<file path="src/rtl/ptp_ts_queue.sv">
// ptp_ts_queue: pairs SOP-latched RTC timestamps with parser PTP results and queues them for readout
module ptp_ts_queue #(
  parameter int TS_WIDTH   = 80,
  parameter int DEPTH_LOG2 = 4
) (
  input  logic                     clk,
  input  logic                     rst_n,
  input  logic                     int_valid,
  input  logic                     int_sop,
  input  logic [TS_WIDTH-1:0]      rtc_time,
  input  logic                     ptp_found,
  input  logic [31:0]              ptp_infor,
  input  logic                     q_clear,
  input  logic                     q_ready,
  output logic                     q_valid,
  output logic [31+TS_WIDTH:0]     q_data,
  output logic [DEPTH_LOG2:0]      q_level,
  output logic [15:0]              q_drop_cnt
);
  localparam int A  = DEPTH_LOG2;
  localparam int AW = DEPTH_LOG2 + 1;
  localparam int W  = 32 + TS_WIDTH;
  logic [W-1:0] mem [2**A];
  logic [TS_WIDTH-1:0] ts_sop;
  logic armed, found_d;
  logic [A:0] wr_ptr, rd_ptr, level_n;
  logic sop, push, pop, full, wr, drop;
  assign sop     = int_valid && int_sop;
  assign push    = ptp_found && !found_d && armed;
  assign pop     = q_valid && q_ready;
  assign full    = (wr_ptr ^ rd_ptr) == {1'b1, {A{1'b0}}};
  // a pop frees the slot in the same cycle, so a full queue still accepts the push
  assign wr      = push && (!full || pop);
  assign drop    = push && full && !pop;
  assign level_n = q_level + AW'(wr) - AW'(pop);
  assign q_data  = q_valid ? mem[rd_ptr[A-1:0]] : '0;
  always_ff @(posedge clk or negedge rst_n) begin
    if (!rst_n) begin
      ts_sop     <= '0;
      armed      <= 1'b0;
      found_d    <= 1'b0;
      wr_ptr     <= '0;
      rd_ptr     <= '0;
      q_level    <= '0;
      q_valid    <= 1'b0;
      q_drop_cnt <= '0;
    end else begin
      found_d <= ptp_found;
      if (sop) ts_sop <= rtc_time;
      armed <= sop || (armed && !push);
      if (q_clear) begin
        wr_ptr     <= '0;
        rd_ptr     <= '0;
        q_level    <= '0;
        q_valid    <= 1'b0;
        q_drop_cnt <= '0;
      end else begin
        wr_ptr  <= wr_ptr + AW'(wr);
        rd_ptr  <= rd_ptr + AW'(pop);
        q_level <= level_n;
        q_valid <= level_n != '0;
        if (drop && q_drop_cnt != 16'hFFFF) q_drop_cnt <= q_drop_cnt + 16'd1;
      end
    end
  end
  always_ff @(posedge clk) begin
    if (wr && !q_clear) mem[wr_ptr[A-1:0]] <= {ptp_infor, ts_sop};
  end
endmodule

</file>
<file path="config.mk">
export PLATFORM = sky130hd
export DESIGN_NAME = ptp_ts_queue
export DESIGN_NICKNAME = d
export VERILOG_FILES = /design/src/rtl/ptp_ts_queue.sv
export SDC_FILE = /design/constraint.sdc
export NUM_CORES = 1
export LEC_CHECK = 0
export CAP_MARGIN = 20
export CORE_ASPECT_RATIO = 0.75
export CORE_MARGIN = 2
export CORE_UTILIZATION = 35
export CTS_CLUSTER_DIAMETER = 60
export DETAILED_ROUTE_END_ITERATION = 16
export PLACE_DENSITY = 0.58
export SYNTH_ARGS = -nofsm -noshare
export SYNTH_HDL_FRONTEND = slang
export SYNTH_SLANG_ARGS = --single-unit
</file>
<file path="constraint.sdc">
create_clock -name clk -period 22 [get_ports clk]
set_clock_uncertainty 0.2 [all_clocks]
set_input_delay 3.3 -clock clk [delete_from_list [all_inputs] [get_ports clk]]
set_output_delay 3.3 -clock clk [all_outputs]
set_load 0.01 [all_outputs]
</file>
# ---- Word-level counts from Yosys, hierarchy flattened
# Memories as Yosys holds them, arrays and structs flattened.
# Cells that the tools add are included.
dict set report op_classes {
  n_shift 0
  n_addsub 5
  div_mod_pow 0
  eq_ne 2
  n_mul 0
  reduce_logical 19
  mux 9
  bitwise_logic 1
  order_cmp 0
}
# cell count
set op_table {}
lappend op_table {{2-to-1 mux 112 bit} 1}
lappend op_table {{2-to-1 mux 16 bit} 2}
lappend op_table {{adder 16 x 1 -> 16 bit, second input constant} 1}
lappend op_table {{!= test 16 bit, second input constant} 1}
lappend op_table {{adder 5 x 1 -> 5 bit} 3}
lappend op_table {{2-to-1 mux 5 bit} 3}
lappend op_table {{logical AND 1 bit} 10}
lappend op_table {{== test 5 bit, second input constant} 1}
lappend op_table {{logical NOT 1 bit} 5}
lappend op_table {{nonzero test 5 bit} 1}
lappend op_table {{subtractor 5 x 1 -> 5 bit} 1}
lappend op_table {{bitwise XOR 5 bit} 1}
lappend op_table {{2-to-1 mux 1 bit} 3}
lappend op_table {{logical OR 1 bit} 2}
lappend op_table {{nonzero test 2 bit} 1}
dict set report word_totals {
  word_cells 45
  mem_bits_rw 1792
  n_memories 1
  input_bits 119
  reg_bits 114
  mem_bits_ro 0
  out_inout_bits 134
  latch_bits 0
}
# memory words width read_ports rd_clocked_by_memory_dff write_ports line
set memory_table {}
lappend memory_table {mem 16 112 1 0 1 23} ;# logic [W-1:0] mem [2**A];

# ---- Logic depth before layout (Yosys ltp)
dict set report logic_depth {
  word_depth 9
  depth_mapped 14
}

# ---- Worst setup path before layout
# No wires, ideal clock.
dict set report synth_path {
  path_kind {input -> register}
  startpoint {input port q_ready}
  endpoint {memory mem[4][0] (netlist name) (enable)}
  n_path_buf 2
  slack_ns 9.189
  t_required_ns 21.080
  cell_stages 7
  t_arrival_ns 11.892
  path_cell_list {and2_1 or4_1 clkbuf_2 or2_4 clkbuf_1 nand4b_1 nor3_1}
}
dict set report synth_via {
  elab_chain_cells 6
}
# item line
set synth_rtl {}
lappend synth_rtl {{start, declared} 14} ;# input logic q_ready,
lappend synth_rtl {{logical AND 1 bit} 30} ;# assign pop = q_valid && q_ready;
lappend synth_rtl {{logical OR 1 bit} 33} ;# assign wr = push && (!full || pop);
lappend synth_rtl {{logical AND 1 bit} 33}
lappend synth_rtl {{logical AND 1 bit} 67} ;# if (wr && !q_clear) mem[wr_ptr[A-1:0]] <= {ptp_infor, ts_sop};
lappend synth_rtl {{2-to-1 mux 1 bit} 67}
lappend synth_rtl {{2-to-1 mux 1 bit (implied by the code)} 67}
lappend synth_rtl {{end, declared} 23}
# No other way between the ends.

# ---- Worst setup path in the final report
dict set report layout_path {
  startpoint {register rd_ptr[0]}
  endpoint {output port q_data[48]}
}
dict set report layout_via {
  elab_chain_cells 2
}
# item line
set layout_rtl {}
lappend layout_rtl {{start, declared} 26} ;# logic [A:0] wr_ptr, rd_ptr, level_n;
lappend layout_rtl {{start signal, assigned} 59} ;# rd_ptr <= rd_ptr + AW'(pop);
lappend layout_rtl {{memory (16 x 112 bit)} -}
lappend layout_rtl {{2-to-1 mux 112 bit} 36} ;# assign q_data = q_valid ? mem[rd_ptr[A-1:0]] : '0;
lappend layout_rtl {{end, declared} 16} ;# output logic [31+TS_WIDTH:0] q_data,
# No other way between the ends.

==> results.json <==
{
  "final_max_slew_viol_count": 0,
  "met3_length_microns": 10270,
  "tns_ns": 0,
  "setup_ws_ns": 12.59,
  "io_pins": 253,
  "clk_path_buf_depth": 4,
  "highest_layer": "met5",
  "yosys.area.top_type": "edfxtp_1",
  "vias": 33330,
  "cts-root-buf": "clkbuf_16",
  "postCtsSetupRepairBufs": 0,
  "antenna_found_initial": 13,
  "core_area_sq_mm": 0.2054,
  "grt_pass1_vias": 34140,
  "worst_setup_path_start_kind": "flip-flop",
  "drive_gt1_share_pct": 25.38,
  "final-setup-viol-count": 0,
  "die_w_microns": 528.9,
  "post-route-drc-count": 0,
  "die_area_sq_mm": 0.2103,
  "drtIter0Drc": 3316,
  "max_freq_mhz": 106.3,
  "cts.reportedPaths.clkPinSlew_ns": 0.06,
  "tightest_slew_ns": 1.218,
  "finalCriticalPeriod_ns": 9.410,
  "avgRoutedWirePerCell_microns": 28.16,
  "status": "completed",
  "ys_seq_area_share_pct": 78.36,
  "nets": 3603,
  "yosysUniqueCellTypes": 46,
  "hold_path_class": "flip-flop to flip-flop",
  "synthArstFlopShare_pct": 5.981,
  "synth-edff-count": 1792,
  "place_ws_ns": 12.98,
  "io_buffers": 252,
  "dp.cells": 5973,
  "grt.total_usage_pct": 16.77,
  "die_h_microns": 397.7,
  "power.density_mw_per_mm2": 97.67,
  "rsz0062_at_grt": "false",
  "finalHoldViolations": 0,
  "synth-main-ff-cell": "edfxtp_1",
  "grt_max_degree": 144,
  "start_util_pct": 35.21,
  "reg2regPathDepth": 8,
  "syn_nets": 3238,
  "hpwl_microns": 90440,
  "yosysWarnings": 0,
  "cp.required_ns": 18.50,
  "syn_avg_cell_area_sq_um": 23.26,
  "cp-endpoint": "q_data[48]",
  "p_total_uw": 8283,
  "synthTopCellsByArea": "edfxtp_1, mux4_2, dfrtp_1",
  "worstReg2RegStart": "rd_ptr[0]",
  "regToRegSetupSlack_ns": 16.19,
  "dr_wl_met2_microns": 84070,
  "critPathLaunch": "rd_ptr[0]",
  "cts_tree": "done",
  "holdBufCountCts": 0,
  "met1Wirelength_microns": 79820,
  "vias_per_cell": 5.261,
  "crit_fanout": 47,
  "crit_arrival_ns": 5.91,
  "synth_area_sq_mm": 0.07232,
  "period_share_pct": 42.77,
  "drv_cap": 0,
  "gp_congestion": 0.7082,
  "grt_pass1_wl_microns": 252600,
  "synth_top_area_share_pct": 74.41,
  "cts_resized": 0,
  "rows": 144,
  "cts_buffers": 197,
  "synthCells": 3109,
  "drt.antenna.violating_nets": 0,
  "crit_path_end_kind": "output port",
  "fin_cells": 6334,
  "r2r_end": "mem[7][17]",
  "p_leak_uw": 0.02561,
  "yosys_register_bits": 1906,
  "routed_wl_microns": 178400,
  "grt_overflow_total": 0,
  "final_util_pct": 41.29,
  "syn_to_final_growth_pct": 17.27,
  "htree_levels": 4,
  "first_pass_iters": 7,
  "cts.sinks": 1906,
  "crit_type": "flip-flop to output port",
  "ir_drop_v": 0.00006846,
  "clock_latency_ns": 0.84,
  "max-slew-margin-rel_pct": 18.79
}
## worst max-delay path, stage by stage, from the launching register on
cell and delay (ns):
dfrtp_4 0.97, buf_4 0.84, buf_4 0.87, buf_4 0.58
buf_12 0.31, mux4_2 0.53, mux2i_1 0.17, o22ai_1 0.15
clkdlybuf4s50_1 0.52
## flip-flops by register name (all words and copies together) (netlist names)
name	flops
mem	1792
ts_sop	80
q_valid	1
found_d	1
q_drop_cnt	16
armed	1
rd_ptr	5
wr_ptr	5
q_level	5
## per-layer routing
| metal | track usage (%) | up-vias |
|---|---|---|
| met1 | 24.20 | 18110 |
| met2 | 26.32 | 988 |
| li1 | - | 13970 |
| met4 | 4.287 | 12 |
| met3 | 3.017 | 240 |
| met5 | 0 | - |
## per-stage QoR
step / instance area, sq um / hold WS, ns
finish: 84810 / 0.3516
global route: 84800 / 0.4033
CTS: 84720 / 0.3543
detailed placement: 78410 / 0.3330
global placement: 78340 / 0.3022
floorplan: 72320 / 0.2838
## area by class of cell
cell class | instances | area, sq um
diodes | 4 | 10.01
well taps | 2701 | 3379
clock buffers | 263 | 5440
multi-input cells | 1031 | 15130
clock inverters | 91 | 878.3
repair buffers | 333 | 3279
fillers | 17750 | 120600
flip-flops and latches | 1906 | 56680
inverters | 5 | 18.77
## placed cells by master, fill, tap and decap left out, types with 7 or more instances in the layout
| cell | count |
|---|---|
| ha_1 | 9 |
| clkbuf_1 | 42 |
| edfxtp_1 | 1792 |
| bufinv_16 | 13 |
| buf_12 | 7 |
| mux2i_1 | 224 |
| nand3_1 | 12 |
| inv_6 | 9 |
| xor2_1 | 10 |
| clkbuf_8 | 22 |
| buf_4 | 71 |
| clkbuf_16 | 199 |
| a21oi_1 | 11 |
| mux4_2 | 448 |
| mux2_2 | 81 |
| clkinv_2 | 24 |
| nor2_4 | 12 |
| nor2b_1 | 8 |
| o22ai_1 | 112 |
| nand2_1 | 13 |
| clkdlybuf4s50_1 | 251 |
| dfrtp_1 | 111 |
| xnor2_1 | 10 |
| nor2_1 | 19 |
| clkinv_1 | 28 |
## power by group
part           internal, uW  leakage [uW]  switching [uW]
clock                  1890       0.00309            1370
combinational           423       0.00500             401
sequential             4080        0.0175             114
## how the worst min path moves through the flow
stage | start | to | depth (start not counted) | slack (ns)
after floorplan | found_d | armed | 2 | 0.28
after global placement | found_d | armed | 2 | 0.30
after detailed placement | armed | armed | 2 | 0.33
after CTS | armed | armed | 2 | 0.35
after global routing | found_d | armed | 2 | 0.40
final | armed | armed | 2 | 0.35
## Yosys cell counts, drive strengths merged, types with 2 or more instances
cell type and count:
a21o 2, a21oi 11, and2 2, and3 2
buf 85, clkbuf 82, dfrtp 114, edfxtp 1792
ha 9, inv 5, mux2 82, mux2i 224
mux4 448, nand2 15, nand2b 4, nand3 12
nand3b 2, nand4 6, nor2 31, nor2b 8
nor3 7, nor4 6, o21ai 4, o22ai 112
o31ai 4, or3 2, or4 6, xnor2 10
xor2 10
## logic make-up (layout without fill, tap and decap cells)
kind of cell	after synthesis	after routing	share of synthesized area (%)
xor+xnor	20	20	0.2422
other cells	0	4	0
compound gates	139	139	1.206
fa+ha+maj	10	10	0.1834
simple gates	108	108	0.7734
mux	754	754	18.33
buf+inv	172	692	0.9101
flops	1906	1906	78.36
(Power assumes the default switching activity.)
